**src/rtl/ovl_fire_arbiter.sv**
```systemverilog
// Collects per-source checker fire bits and reports one source at a time over a
// valid/ready port, with round-robin fairness, sticky lost-fire flags and saturating report counters.

module ovl_fire_src #(
    parameter int FIRE_W = 3,
    parameter int CNT_W  = 8
) (
    input  logic              clk,
    input  logic              reset_n,
    input  logic              enable,
    input  logic [FIRE_W-1:0] fire,
    input  logic              grant_hit,
    input  logic              cnt_inc,
    input  logic              clear_cnt,
    output logic [FIRE_W-1:0] pend,
    output logic              overflow,
    output logic [CNT_W-1:0]  cnt
);
    logic [FIRE_W-1:0] fire_g;

    assign fire_g = enable ? fire : '0;

    always_ff @(posedge clk or negedge reset_n) begin
        if (!reset_n) begin
            pend     <= '0;
            overflow <= 1'b0;
            cnt      <= '0;
        end else begin
            // On grant the old bits move into the report; same-cycle fires start the next batch.
            pend <= grant_hit ? fire_g : (pend | fire_g);
            if (clear_cnt) begin
                overflow <= 1'b0;
                cnt      <= '0;
            end else begin
                if ((|fire_g) && (|pend) && !grant_hit)
                    overflow <= 1'b1;
                if (cnt_inc && (cnt != {CNT_W{1'b1}}))
                    cnt <= cnt + 1'b1;
            end
        end
    end
endmodule

module ovl_fire_arbiter #(
    parameter int NUM_SRC = 4,
    parameter int FIRE_W  = 3,
    parameter int CNT_W   = 8,
    localparam int SRC_W  = $clog2(NUM_SRC)
) (
    input  logic                      clk,
    input  logic                      reset_n,
    input  logic                      enable,
    input  logic [NUM_SRC*FIRE_W-1:0] fire_in,
    input  logic                      clear_cnt,
    output logic                      rpt_valid,
    input  logic                      rpt_ready,
    output logic [SRC_W-1:0]          rpt_src,
    output logic [FIRE_W-1:0]         rpt_fire,
    output logic [NUM_SRC-1:0]        overflow,
    input  logic [SRC_W-1:0]          cnt_sel,
    output logic [CNT_W-1:0]          cnt_value
);
    typedef enum logic {IDLE, PRESENT} state_t;

    state_t                           state;
    logic [SRC_W-1:0]                 last_grant;
    logic [SRC_W-1:0]                 grant;
    logic [SRC_W-1:0]                 cand;
    logic                             grant_vld;
    logic [NUM_SRC-1:0][FIRE_W-1:0]   pend;
    logic [NUM_SRC-1:0][CNT_W-1:0]    cnt;
    logic [NUM_SRC-1:0]               pending;
    logic [NUM_SRC-1:0]               grant_hit;
    logic [NUM_SRC-1:0]               cnt_inc;

    for (genvar i = 0; i < NUM_SRC; i++) begin : g_src
        assign pending[i]   = |pend[i];
        assign grant_hit[i] = (state == IDLE) && grant_vld && (grant == SRC_W'(i));
        assign cnt_inc[i]   = (state == PRESENT) && rpt_ready && (rpt_src == SRC_W'(i));

        ovl_fire_src #(.FIRE_W(FIRE_W), .CNT_W(CNT_W)) u_src (
            .clk       (clk),
            .reset_n   (reset_n),
            .enable    (enable),
            .fire      (fire_in[i*FIRE_W +: FIRE_W]),
            .grant_hit (grant_hit[i]),
            .cnt_inc   (cnt_inc[i]),
            .clear_cnt (clear_cnt),
            .pend      (pend[i]),
            .overflow  (overflow[i]),
            .cnt       (cnt[i])
        );
    end

    // Round-robin scan starting just after the last granted source.
    always_comb begin
        grant_vld = 1'b0;
        grant     = '0;
        cand      = '0;
        for (int k = 1; k <= NUM_SRC; k++) begin
            cand = SRC_W'((int'(last_grant) + k) % NUM_SRC);
            if (!grant_vld && pending[cand]) begin
                grant_vld = 1'b1;
                grant     = cand;
            end
        end
    end

    always_ff @(posedge clk or negedge reset_n) begin
        if (!reset_n) begin
            state      <= IDLE;
            rpt_valid  <= 1'b0;
            rpt_src    <= '0;
            rpt_fire   <= '0;
            last_grant <= SRC_W'(NUM_SRC - 1);
        end else begin
            case (state)
                IDLE: begin
                    if (grant_vld) begin
                        rpt_src    <= grant;
                        rpt_fire   <= pend[grant];
                        last_grant <= grant;
                        rpt_valid  <= 1'b1;
                        state      <= PRESENT;
                    end
                end
                PRESENT: begin
                    if (rpt_ready) begin
                        rpt_valid <= 1'b0;
                        state     <= IDLE;
                    end
                end
                default: state <= IDLE;
            endcase
        end
    end

    assign cnt_value = (int'(cnt_sel) < NUM_SRC) ? cnt[cnt_sel] : '0;
endmodule

```
**config.mk**
```make
export PLATFORM = sky130hd
export DESIGN_NAME = ovl_fire_arbiter
export DESIGN_NICKNAME = d
export VERILOG_FILES = /design/src/rtl/ovl_fire_arbiter.sv
export SDC_FILE = /design/constraint.sdc
export NUM_CORES = 1
export LEC_CHECK = 0
export BUFFER_PORTS_ARGS = -buffer_cell sky130_fd_sc_hd__buf_2
export CORE_UTILIZATION = 52
export DETAILED_ROUTE_END_ITERATION = 6
export PLACE_DENSITY = 0.74
export SLEW_MARGIN = 40
export SYNTH_ARGS = -nofsm -noshare
export SYNTH_HDL_FRONTEND = slang
export SYNTH_SLANG_ARGS = --single-unit
```
**constraint.sdc**
```tcl
create_clock -name clk -period 2.29 [get_ports clk]
set_input_delay 0.229 -clock clk [delete_from_list [all_inputs] [get_ports clk]]
set_output_delay 0.229 -clock clk [all_outputs]
set_load 0.01 [all_outputs]
```
==> qor.yml <==
cts:
  cts_max_level: 3
  cts_resized: 0
  clk_path_buf_depth: 2
  tritoncts: "built"
  clock-sinks: 57
  clk_latency_ns: 0.34
  cts.clk_slew.worst_paths_ns: 0.06
  cts_root_buf: "clkbuf_8"
  post_cts_buffers: 0
  cts_buffers: 9
synthesis:
  synthFlopType: "dfrtp_1"
  netlist_area_sq_mm: 0.00307
  ys_seq_elements: 57
  yosysSeqAreaShare_pct: 46.5
  synth_edf_count: 0
  syn_inst: 300
  syn_avg_cell_area_sq_um: 10.2
  syn_nets: 323
  async_flop_share_pct: 100
  synthDistinctLibCells: 47
  yosys_warnings: 0
floorplanning:
  die_area_sq_mm: 0.00622
  core_sq_mm: 0.00561
  start_util_pct: 54.8
  rows: 27
  die_h_um: 78.9
  die_w_um: 78.9
  ios: 37
critical_path:
  rrSetupSlack_ns: 0.28
  cp-end-kind: "register"
  ff2ff_path_depth: 5
  required_ns: 2.52
  crit-reg2reg-launch: "g_src[3].u_src.pend[1]"
  cp.arrival_ns: 2.24
  crit_type: "register to register"
  r2r_end: "g_src[0].u_src.overflow"
  cp_max_fo: 8
  start_kind: "register"
place:
  hpwl_um: 4940
  io_buffers: 36
  place_congestion: 0.869
timing:
  fmax_ghz: 0.497
  min_period_ns: 2.01
  slew_viol_final: 0
  holdWs_ns: 0.116
  fin_crit_sh_pct: 87.8
  hold_viol: 0
  slew_headroom_pct: 54.2
  rsz0062_at_grt: "false"
  finClkSkew_ns: 0.0109
  setup_viol: 0
  setup_tns_ns: 0
  tightest_slew_ns: 0.684
power_and_ir_drop:
  powerDensity_mw_per_mm2: 872
  vdd_drop_max_uv: 530
  leakagePower_uw: 0.00152
layout:
  num_antenna_cells: 0
  drive_gt1_share_pct: 23.6
  utilization_pct: 63.1
  area_growth_pct: 15.1
  final_common_cell: "dfrtp_1"
  nets: 365
  final_cell_mix: "dfrtp_1 (55), buf_2 (36), nor2_1 (34)"
route:
  routed_wl_um: 6810
  drt_iter0_drc: 177
  antenna_left: 0
  drc: 0
  dr.pass1.iters: 4
  viasPerCell: 5.93
  wl_per_cell_um: 16.2
  vias: 2483
grt:
  overflow: 0
  first_global_vias: 2424
  grt_max_degree: 26
  antenna_found_initial: 0
  grt_usage_pct: 24.5
  grt_pass1_wl_um: 11500
status:
  status: "completed"
hold_path:
  min_path_cells: 2
  hold_start: "rpt_ready"
  hold_class: "input pin to register"
  hold-path-endpoint: "state"
run:
  cap_violations: 0
==> area by class of cell <==
cell class              count  area [sq um]
well taps                  72          90.1
inverters                  12          45.0
fillers                   489          2070
clock inverters             6          57.6
repair buffers             46           258
multi-input cells         216          1520
clock buffers              10           138
flip-flops and latches     57          1430
==> synth_stat cells (2+ instances only) <==
cell      count  area, sq um
nand2b_1      3         18.8
a21oi_1      12         60.1
and3_1        2         12.5
o211ai_1      3         22.5
clkbuf_1      7         26.3
a221oi_1      2         17.5
o31ai_1       5         37.5
nor4_1        4         25.0
dfstp_2       2         52.6
nor2_1       34          128
mux2_4        2         30.0
buf_1         2         7.51
inv_1        12         45.0
xnor2_1      19          166
nand3b_1      5         37.5
nor3_1       16         80.1
nand4_1       3         18.8
o21a_1        2         15.0
a22o_1       13          114
or3_1         9         56.3
mux2i_1       6         60.1
buf_4         4         30.0
dfrtp_1      55         1380
o21ai_0      10         50.1
ha_1          4         50.1
mux4_2        8          180
nand2_1      19         71.3
xor2_1        4         35.0
nand3_1      15         75.1
==> critical path, cell delays in order, from the launching register on <==
cell	delay (ns)
dfrtp_1	0.42
nor3_2	0.40
o32a_1	0.22
and3_1	0.40
nand3_1	0.23
a22o_1	0.23
==> worst max path at each step <==
stage	start	endpoint	slack, ns
after floorplan	g_src[2].u_src.pend[0]	rpt_fire[0]	0.44
after global placement	g_src[0].u_src.pend[0]	rpt_fire[0]	0.36
after detailed placement	g_src[3].u_src.pend[1]	g_src[0].u_src.pend[2]	0.30
after CTS	g_src[3].u_src.pend[1]	g_src[0].u_src.overflow	0.28
after global routing	g_src[3].u_src.pend[1]	g_src[0].u_src.overflow	0.11
final	g_src[3].u_src.pend[1]	g_src[0].u_src.overflow	0.28
==> where the power goes <==
| part | internal (uW) | switching, uW |
|---|---|---|
| registers | 1190 | 228 |
| logic | 354 | 383 |
| clock network | 523 | 403 |
==> what timing repair did <==
action,CTS,global route
hold buffers,1,0
endpoints found under the setup margin,0,0
hold endpoints to repair,23,0
==> layer usage <==
layer | track usage (%) | share of wire, %
met1 | 33.1 | 45
met2 | 37.6 | 46
met3 | 5.86 | 7.0
met4 | 11.1 | 1.7
met5 | 0 | 0
==> registers in the layout (all words and copies together) (netlist names) <==
name,flops
state,1
rpt_fire,3
last_grant,2
g_src.u_src.pend,12
rpt_valid,1
g_src.u_src.cnt,32
rpt_src,2
g_src.u_src.overflow,4
==> through the flow <==
stage / setup WS, ns / instances / instance area [sq um] / power, uW
after global placement: 0.363 / 402 / 3330 / 2140
after detailed placement: 0.302 / 402 / 3330 / 2160
final: 0.278 / 419 / 3540 / 3080
after global routing: 0.111 / 419 / 3540 / 3250
after floorplan: 0.445 / 300 / 3070 / 1900
after CTS: 0.281 / 419 / 3540 / 3100
==> cell families (layout without fill, tap and decap cells) <==
kind of cell | Yosys count | in the layout | synth area share [%]
and+or+nand+nor | 116 | 116 | 18.8
AOI/OAI and AO/OA | 57 | 57 | 13.7
DFF | 57 | 57 | 46.5
xor gates and xnor gates | 23 | 23 | 6.55
buffers and inverters | 27 | 74 | 4.07
muxes | 16 | 16 | 8.79
adders and majority gates | 4 | 4 | 1.63
Note: power is estimated with default switching activity, not from simulation.
